$ cat config.mk
export PLATFORM = sky130hd
export DESIGN_NAME = updown_mod_counter
export DESIGN_NICKNAME = d
export VERILOG_FILES = /design/src/rtl/updown_mod_counter_pkg.sv /design/src/rtl/updown_mod_counter_next.sv /design/src/rtl/updown_mod_counter.sv
export SDC_FILE = /design/constraint.sdc
export NUM_CORES = 1
export LEC_CHECK = 0
export ABC_AREA = 1
export ABC_CLOCK_PERIOD_IN_PS = 5200
export BUFFER_PORTS_ARGS = -buffer_cell sky130_fd_sc_hd__buf_2
export CAP_MARGIN = 25
export CELL_PAD_IN_SITES_DETAIL_PLACEMENT = 0
export CELL_PAD_IN_SITES_GLOBAL_PLACEMENT = 1
export CORE_MARGIN = 2
export CORE_UTILIZATION = 38
export CTS_CLUSTER_SIZE = 40
export DETAILED_ROUTE_END_ITERATION = 6
export GPL_ROUTABILITY_DRIVEN = 0
export PLACE_DENSITY = 0.95
export RECOVER_POWER = 50
export SETUP_SLACK_MARGIN = 0.4
export SLEW_MARGIN = 10
export SYNTH_ARGS = -nofsm -noshare
export SYNTH_HDL_FRONTEND = slang
export SYNTH_SLANG_ARGS = --single-unit
$ cat constraint.sdc
create_clock -name clk -period 5.2 [get_ports clk]
set_clock_uncertainty 0.1 [all_clocks]
set_input_delay 0.52 -clock clk [delete_from_list [all_inputs] [get_ports clk]]
set_output_delay 0.52 -clock clk [all_outputs]
set_load 0.01 [all_outputs]
$ cat src/rtl/updown_mod_counter_pkg.sv
// Shared types and defaults for the up/down modulo counter.
// Included by the counter shell and its next-count logic.
package updown_mod_counter_pkg;

    localparam int DEFAULT_WIDTH = 4;

    typedef enum logic [1:0] {
        MODE_WRAP    = 2'b00,
        MODE_SAT     = 2'b01,
        MODE_ONESHOT = 2'b10,
        MODE_RSVD    = 2'b11
    } mode_e;

    typedef enum logic {
        ST_RUN     = 1'b0,
        ST_STOPPED = 1'b1
    } state_e;

endpackage

$ cat src/rtl/updown_mod_counter_next.sv
// Combinational next-count logic for one ce step of the up/down modulo counter.
// Also usable on its own as a golden reference for the counting rules.
module updown_mod_counter_next
    import updown_mod_counter_pkg::*;
#(
    parameter int WIDTH = DEFAULT_WIDTH
) (
    input  logic [WIDTH-1:0] count,
    input  logic [WIDTH-1:0] max_val,
    input  logic             up_down,
    input  logic [1:0]       mode,
    output logic [WIDTH-1:0] next_count,
    output logic             hit_bound,
    output logic             at_bound
);

    logic [WIDTH-1:0] bound;
    logic [WIDTH-1:0] stepped;

    // A count above max_val (bound lowered mid-run) is treated as sitting at the upper bound.
    always_comb begin
        bound      = up_down ? max_val : '0;
        at_bound   = up_down ? (count >= max_val) : (count == '0);
        stepped    = up_down ? (count + 1'b1) : (count - 1'b1);
        next_count = stepped;
        hit_bound  = 1'b0;
        case (mode_e'(mode))
            MODE_SAT, MODE_ONESHOT: begin
                next_count = at_bound ? bound : stepped;
                hit_bound  = (next_count == bound) && (count != bound);
            end
            default: begin
                if (at_bound) begin
                    next_count = up_down ? '0 : max_val;
                    hit_bound  = 1'b1;
                end else begin
                    next_count = stepped;
                    hit_bound  = (stepped == bound);
                end
            end
        endcase
    end

endmodule

$ cat src/rtl/updown_mod_counter.sv
// Up/down counter with programmable bound and WRAP / SAT / ONESHOT end-of-range modes.
// Define UPDOWN_MOD_COUNTER_OVF_EN to build the sticky overflow flag; otherwise ovf is tied low.
module updown_mod_counter
    import updown_mod_counter_pkg::*;
#(
    parameter int WIDTH = DEFAULT_WIDTH
) (
    input  logic             clk,
    input  logic             rst_n,
    input  logic             load_n,
    input  logic [WIDTH-1:0] data_load,
    input  logic             ce,
    input  logic             up_down,
    input  logic [1:0]       mode,
    input  logic [WIDTH-1:0] max_val,
    output logic [WIDTH-1:0] count_out,
    output logic             max_count,
    output logic             zero,
    output logic             tc,
    output logic             done,
    output logic             ovf
);

    logic [WIDTH-1:0] count_q, count_d;
    logic             tc_q, tc_d;
    state_e           state_q, state_d;

    logic [WIDTH-1:0] next_count;
    logic             hit_bound;
    logic             at_bound;
    logic             step_en;

    updown_mod_counter_next #(.WIDTH(WIDTH)) u_next (
        .count      (count_q),
        .max_val    (max_val),
        .up_down    (up_down),
        .mode       (mode),
        .next_count (next_count),
        .hit_bound  (hit_bound),
        .at_bound   (at_bound)
    );

    assign step_en = load_n && ce && (state_q == ST_RUN);

    // Load beats counting; a STOPPED counter only leaves via load, reset or a mode change.
    always_comb begin
        count_d = count_q;
        tc_d    = 1'b0;
        state_d = state_q;
        if (!load_n) begin
            count_d = (data_load > max_val) ? max_val : data_load;
            state_d = ST_RUN;
        end else if (state_q == ST_STOPPED) begin
            if (mode_e'(mode) != MODE_ONESHOT) begin
                state_d = ST_RUN;
            end
        end else if (ce) begin
            count_d = next_count;
            tc_d    = hit_bound;
            if ((mode_e'(mode) == MODE_ONESHOT) && (hit_bound || at_bound)) begin
                state_d = ST_STOPPED;
            end
        end
    end

    always_ff @(posedge clk) begin
        if (!rst_n) begin
            count_q <= '0;
            tc_q    <= 1'b0;
            state_q <= ST_RUN;
        end else begin
            count_q <= count_d;
            tc_q    <= tc_d;
            state_q <= state_d;
        end
    end

`ifdef UPDOWN_MOD_COUNTER_OVF_EN
    logic ovf_q, ovf_d;

    always_comb begin
        ovf_d = ovf_q;
        if (!load_n) begin
            ovf_d = 1'b0;
        end else if (step_en && at_bound) begin
            ovf_d = 1'b1;
        end
    end

    always_ff @(posedge clk) begin
        if (!rst_n) begin
            ovf_q <= 1'b0;
        end else begin
            ovf_q <= ovf_d;
        end
    end

    assign ovf = ovf_q;
`else
    logic unused_step;
    assign unused_step = step_en;
    assign ovf         = 1'b0;
`endif

    assign count_out = count_q;
    assign tc        = tc_q;
    assign done      = (state_q == ST_STOPPED);
    assign max_count = (count_q == max_val);
    assign zero      = (count_q == '0);

endmodule

==> results.txt, run 1 <==
----------------------------------------------------
[Logic synthesis]
  Share of flip-flops with an asynchronous set or reset after synthesis ... 0%
  Warnings from Yosys ... 0
  Mean area per synthesized cell ... 5.886 µm²
  Portion of the post-synthesis area used by sequential elements ... 12.83%
  Post-synth EDFFs ... 0
  Ys flop type ... dfxtp_1
  Synth top cells by count ... nand2_1, inv_1, nand3_1
  Syn nets ... 186
  Number of synthesized register bits ... 6
  Most frequently used cell type in the post-synthesis netlist ... nand2_1
  Mapped Area ... 935.9 µm²
  Synth unique cells ... 28
  Gate count of the mapped netlist ... 159
  Most area-consuming cells after synthesis ... nand2_1, ha_1, dfxtp_1
  Synth area leader ... nand2_1
  Area fraction of the dominant cell type after synthesis ... 19.25%

[Global routing]
  Initial antenna violation count ... 0
  Routing usage on met3 ... 2.222%
  Largest net degree at the start of global routing ... 11
  Number of global-route vias before repair ... 969
  Met2 Track Usage GR ... 32.51%
  Overall routing resource usage ... 19.07%
  Global routing's busiest layer ... met2
  M1 GR Usage ... 25.13%
  Grt ovf ... 0
  First-pass GRT wire length ... 4.043 mm

[Routing]
  Total detailed-routing wirelength ... 2.368 mm
  Number of antenna-violating nets in the routed design ... 0
  Via count ... 1028
  Routed wire length per instance ... 11.28 µm
  Number of design rule violations left after detail routing ... 0
  Number of optimization iterations in the first detailed-route pass ... 4
  Vias/cell ... 4.895
  Detailed Route Iter0 Violations ... 41

[Critical path]
  Delay contributed by the slowest stage of the critical path ... 0.31 ns
  Data arrival, critical path ... 1.45 ns
  Critical path class ... input port to output pin
  Ordered list of cells on the worst path ... buf_2, inv_1, ha_1, nand2_1, nor2_2, buf_2
  Req. time, crit path ... 4.58 ns
  CP Launch Type ... input port
  Worst path most repeated cell ... buf_2
  Slowest stage cell on the critical path ... ha_1
  Maximum fanout along the worst path ... 3
  Category of the worst setup path capture point ... output pin

[Clocking]
  Number of hold-repair buffers added at the cts stage ... 0
  Insertion delay to the later sink of the worst-skew pair ... 0.24 ns
  Buffer depth of the longest clock path ... 2
  Number of buffers inserted by post-CTS setup repair ... 0
  Num CTS Buffers ... 3
  CTS clk-pin slew, worst paths ... 0.05 ns
  Clock sinks ... 6
  CTS Root Buffer Type ... clkbuf_4
  TritonCTS clock tree ... yes
  Post-CTS resize count ... 0
  H-tree levels ... 1

[Layout]
  Diode count ... 0
  Post-route standard cell area excluding fillers ... 1076 µm²
  Area growth from synthesis to layout ... 14.97%
  Layout net count ... 211
  Layout cell share with drive strength beyond 1 ... 18.13%

[Pwr]
  Leakage component of the power ... 0.6262 nW
  Switching power as a share of total power ... 45.02%
  Power share of the clock group ... 19.8%
  IR drop worst, VDD ... 0.1071 mV
  Combinational share of power ... 54.3%
  Cell area power density ... 204.1 nW/µm²
  Power dissipated by switching net loads ... 0.09891 mW
  Final Total Pwr ... 0.2197 mW
  Register share of total power ... 25.9%
  Internal ... 0.1208 mW

[STA]
  Endpoints failing hold ... 0
  Final total negative setup slack ... 0 ns
  Setup Viol. Count Final ... 0
  Ratio of final minimum period to clock period ... 39.79%
  Setup repair after global routing missed its margin ... no
  Top achievable clock speed ... 483.3 MHz
  Time the worst path needs with I/O delays and setup ... 2.069 ns
  Final max-slew violation count ... 0
  Final-layout worst hold slack ... 0.4321 ns

[Floorplan]
  Rows ... 17
  Core region area ... 2276 µm²
  Die footprint ... 2876 µm²
  Starting density of the core ... 41.12%
  IO Count ... 24
  Die Y-Extent ... 53.63 µm
  Horiz. Die Dim ... 53.63 µm

[Min path]
  Class of the most critical hold timing path ... input port to flop

[Place]
  # port buffers ... 22
  Estimated wirelength of the detail-placed design ... 1.947 mm
  DP Area ... 1062 µm²

[Flow run]
  # Max-Cap Violations ... 0

[Status]
  Outcome ... finished clean

----------------------------------------------------
==> worst paths after layout <==
kind	start	end	slack, ns	cells past startpoint
setup / recovery	max_val[3]	max_count	3.13	6
setup reg to reg	count_out[0]	done	3.31	11
hold / removal	load_n	tc	0.43	3
hold reg to reg	done	done	0.53	3
==> power by group through the flow <==
| stage | combinational [mW] | clock [mW] | sequential, mW |
|---|---|---|---|
| final | 0.119 | 0.0434 | 0.0569 |
| after global routing | 0.137 | 0.0476 | 0.0574 |
| after CTS | 0.121 | 0.0446 | 0.0565 |
| after detailed placement | 0.119 | 0 | 0.0574 |
| after global placement | 0.116 | 0 | 0.0576 |
| after floorplan | 0.0871 | 0 | 0.0575 |
==> cell type report <==
class | instances | area [µm²]
Clock buffer | 3 | 22.52
Fill cell | 266 | 1200
Inverter | 30 | 115.1
Multi-Input combinational cell | 121 | 681.9
Sequential cell | 6 | 120.1
Tap cell | 28 | 35.03
Timing Repair Buffer | 22 | 101.3
==> state kept, by name, indices dropped and copies added, names as in the netlist <==
name	count
done	1
count_out	4
tc	1
==> cells by family (layout without fill, tap and decap cells) <==
logic type | count (synthesis) | in the layout | synth area share (%)
other | 1 | 1 | 0.4007
xor gates and xnor gates | 2 | 2 | 1.872
and+or+nand+nor | 93 | 93 | 45.32
adders and majority gates | 12 | 12 | 16.84
DFF | 6 | 6 | 12.83
AOI/OAI and AO/OA | 13 | 13 | 8.422
buffers and inverters | 32 | 55 | 14.31
==> placed cells by master, fill, tap and decap left out, types with 2 or more instances in the layout <==
master,netlist,layout
nand2_1,48,48
inv_1,20,20
nand3_1,19,19
buf_2,0,15
nor2_1,14,14
ha_1,11,11
inv_2,7,7
clkbuf_1,0,7
a21oi_1,6,6
dfxtp_1,6,6
nand4_1,3,3
clkbuf_4,0,3
clkinv_1,2,2
nor2_4,2,2
nand2_4,2,2
xor2_1,2,2
o21bai_1,2,2
o21ai_0,2,2
==> routing by layer <==
| metal | part of all wire [%] | vias up |
|---|---|---|
| met3 | 6.4 | 2 |
| li1 | - | 546 |
| met2 | 44 | 31 |
| met4 | 0.59 | 0 |
| met5 | 0 | - |
| met1 | 49 | 449 |
==> worst max-delay path, delay by kind of cell <==
| kind | cells | cell delay (ns) |
|---|---|---|
| adder cells (fa/ha/maj) | 1 | 0.31 |
| buffers and inverters | 3 | 0.37 |
| AND/OR/NAND/NOR | 2 | 0.25 |
==> through the flow <==
step	setup slack, ns	utilization [%]	instances
2_1_floorplan	3.331	-	159
3_3_place_gp	3.050	46.67	207
3_5_place_dp	3.027	46.67	207
4_1_cts	3.134	47.66	210
5_1_grt	3.062	47.28	210
6_report	3.131	47.28	210
No activity file was read; power rests on OpenSTA's default activity.
==> inputs of run 2 (changes only) <==
--- a/config.mk
+++ b/config.mk
@@ -6,17 +6,17 @@
 export NUM_CORES = 1
 export LEC_CHECK = 0
 export ABC_AREA = 1
-export ABC_CLOCK_PERIOD_IN_PS = 5200
+export ABC_CLOCK_PERIOD_IN_PS = 1900
 export BUFFER_PORTS_ARGS = -buffer_cell sky130_fd_sc_hd__buf_2
 export CAP_MARGIN = 25
 export CELL_PAD_IN_SITES_DETAIL_PLACEMENT = 0
 export CELL_PAD_IN_SITES_GLOBAL_PLACEMENT = 1
 export CORE_MARGIN = 2
-export CORE_UTILIZATION = 38
+export CORE_UTILIZATION = 32
 export CTS_CLUSTER_SIZE = 40
 export DETAILED_ROUTE_END_ITERATION = 6
 export GPL_ROUTABILITY_DRIVEN = 0
-export PLACE_DENSITY = 0.95
+export PLACE_DENSITY = 0.87
 export RECOVER_POWER = 50
 export SETUP_SLACK_MARGIN = 0.4
 export SLEW_MARGIN = 10
==> constraint.sdc (replaced) <==
create_clock -name clk -period 1.9 [get_ports clk]
set_clock_uncertainty 0.1 [all_clocks]
set_input_delay 0.19 -clock clk [delete_from_list [all_inputs] [get_ports clk]]
set_output_delay 0.19 -clock clk [all_outputs]
set_load 0.01 [all_outputs]
==> run 2 against run 1 <==
Global-route usage is 2.0 points lower. Clock power grew to 3.0 times the previous value. Critical path depth is 3 higher. Routed wire length is 8.7% higher. Cell count is 5.7% higher. Largest cell class unchanged.
==> results.txt, run 2 (synthesized netlist as in run 1, its figures left out) <==
----------------------------------------------------
[Status]
  Outcome ... finished clean

[Pwr]
  Power share of the clock group ... 18.7%
  Internal ... 0.3945 mW
  IR drop worst, VDD ... 0.3638 mV
  Register share of total power ... 22.4%
  Cell area power density ... 566.5 nW/µm²
  Switching power as a share of total power ... 43.89%
  Power dissipated by switching net loads ... 0.3087 mW
  Combinational share of power ... 58.8%
  Leakage component of the power ... 0.6855 nW
  Final Total Pwr ... 0.7032 mW

[Place]
  Worst slack after detailed placement ... 0.05753 ns
  # port buffers ... 22
  Estimated wirelength of the detail-placed design ... 2.056 mm

[Layout]
  Highest-count cells in the layout ignoring fill and taps ... nand2_1, buf_2, inv_1, nand3_1, nor2_1
  Max reg flops ... 4
  Most common cell after layout, fill and taps aside ... nand2_1
  Layout cell share with drive strength beyond 1 ... 32.98%
  Layout net count ... 219
  Area growth from synthesis to layout ... 32.62%
  Diode count ... 0

[Critical path]
  Worst setup slack for register-to-register paths ... 0.18 ns
  Maximum fanout along the worst path ... 3
  Category of the worst setup path capture point ... flop
  End of the worst register-to-register path ... count_out[1]
  CP Launch Type ... flop
  Launch instance of the worst register-to-register path ... count_out[0]
  Critical path class ... flop to flop
  Data arrival, critical path ... 1.77 ns
  Req. time, crit path ... 1.94 ns
  Worst reg-to-reg path cell count ... 9

[Floorplan]
  Starting density of the core ... 33.94%
  IO Count ... 24
  Die Y-Extent ... 58.08 µm
  Core region area ... 2758 µm²
  Die footprint ... 3373 µm²
  Horiz. Die Dim ... 58.08 µm
  Rows ... 19

[Clocking]
  TritonCTS clock tree ... yes
  Num CTS Buffers ... 3
  Number of hold-repair buffers added at the cts stage ... 0
  Buffer depth of the longest clock path ... 2
  Insertion delay to the later sink of the worst-skew pair ... 0.25 ns
  CTS Root Buffer Type ... clkbuf_4
  CTS clk-pin slew, worst paths ... 0.05 ns
  Clock sinks ... 6
  H-tree levels ... 1

[STA]
  Setup repair after global routing missed its margin ... yes
  Time the worst path needs with I/O delays and setup ... 1.724 ns
  Final total negative setup slack ... 0 ns
  Setup Viol. Count Final ... 0
  Ratio of final minimum period to clock period ... 90.71%
  Endpoints failing hold ... 0
  Final max-slew violation count ... 0
  Worst Setup Slack, final ... 0.1764 ns
  Top achievable clock speed ... 580.2 MHz

[Global routing]
  Initial antenna violation count ... 0
  Largest net degree at the start of global routing ... 11
  Grt ovf ... 0
  Overall routing resource usage ... 17.07%
  First-pass GRT wire length ... 4.485 mm
  Number of global-route vias before repair ... 1072

[Min path]
  Min-Delay Startpoint ... load_n
  Hold endpoint ... tc
  Class of the most critical hold timing path ... input port to flop
  Hold depth ... 3

[Routing]
  Detailed Route Iter0 Violations ... 10
  Vias/cell ... 4.797
  Number of antenna-violating nets in the routed design ... 0
  Number of optimization iterations in the first detailed-route pass ... 4
  Number of design rule violations left after detail routing ... 0
  Total detailed-routing wirelength ... 2.574 mm
  Routed wire length per instance ... 11.59 µm
  Via count ... 1065

[Flow run]
  # Max-Cap Violations ... 0

----------------------------------------------------
-- run 2: changes by cell type in the layout (fill, tap and decap cells not counted), sizes merged --
cell	delta
clkbuf	-4
buf	+13
-- run 2: how the worst max path moves through the flow --
| stage | start | to | slack (ns) |
|---|---|---|---|
| after floorplan | count_out[0] | done | 0.27 |
| after global placement | up_down | done | 0.07 |
| after detailed placement | up_down | done | 0.06 |
| after CTS | count_out[1] | done | 0.20 |
| after global routing | count_out[0] | done | 0.06 |
| final | count_out[0] | count_out[1] | 0.18 |
-- run 2: per-stage QoR --
step / hold WS [ns] / area, µm² / util [%] / cells
5_1_grt: 0.1056 / 1241 / 45.01 / 222
3_5_place_dp: 0.3532 / 1091 / 39.56 / 211
2_1_floorplan: 0.1876 / 953.4 / - / 159
4_1_cts: 0.09151 / 1210 / 43.87 / 220
3_3_place_gp: 0.3567 / 1091 / 39.56 / 211
6_report: 0.09252 / 1241 / 45.01 / 222
-- run 2: power groups by stage --
stage	clock network (mW)	registers (mW)	logic, mW
6_report	0.132	0.158	0.414
5_1_grt	0.144	0.160	0.468
4_1_cts	0.136	0.157	0.384
3_5_place_dp	0	0.160	0.341
3_3_place_gp	0	0.159	0.333
2_1_floorplan	0	0.160	0.245
-- run 2: what timing repair did --
item	4_1_cts	5_1_grt
pin swaps	10	4
endpoints found under the setup margin	7	8
endpoints found under the hold margin	0	0
buffers inserted	5	2
gates resized for setup	12	7
-- run 2: worst max-delay path: stages (launching register included) --
cell     delay, ns
dfxtp_1       0.38
inv_4         0.06
fa_2          0.55
inv_2         0.04
buf_4         0.12
buf_4         0.12
nand2_1       0.05
nand3_1       0.07
nand3_1       0.09
nor2_1        0.04
-- run 2: routing by layer --
metal  vias up  part of all wire [%]  wire, µm  global-route usage, %
li1        561                     -         -                      -
met1       478                    44      1123                  19.59
met2        24                    52      1338                  32.14
met3         2                   3.5        91                  1.563
met4         0                  0.82        21                  6.645
met5         -                     0         0                      0
-- run 2: layout make-up --
| cell class | count | area [µm²] |
|---|---|---|
| fillers | 295 | 1516 |
| multi-input cells | 121 | 754.5 |
| repair buffers | 30 | 173.9 |
| flip-flops and latches | 6 | 127.6 |
| inverters | 30 | 120.1 |
| well taps | 31 | 38.79 |
| clock buffers | 4 | 26.28 |
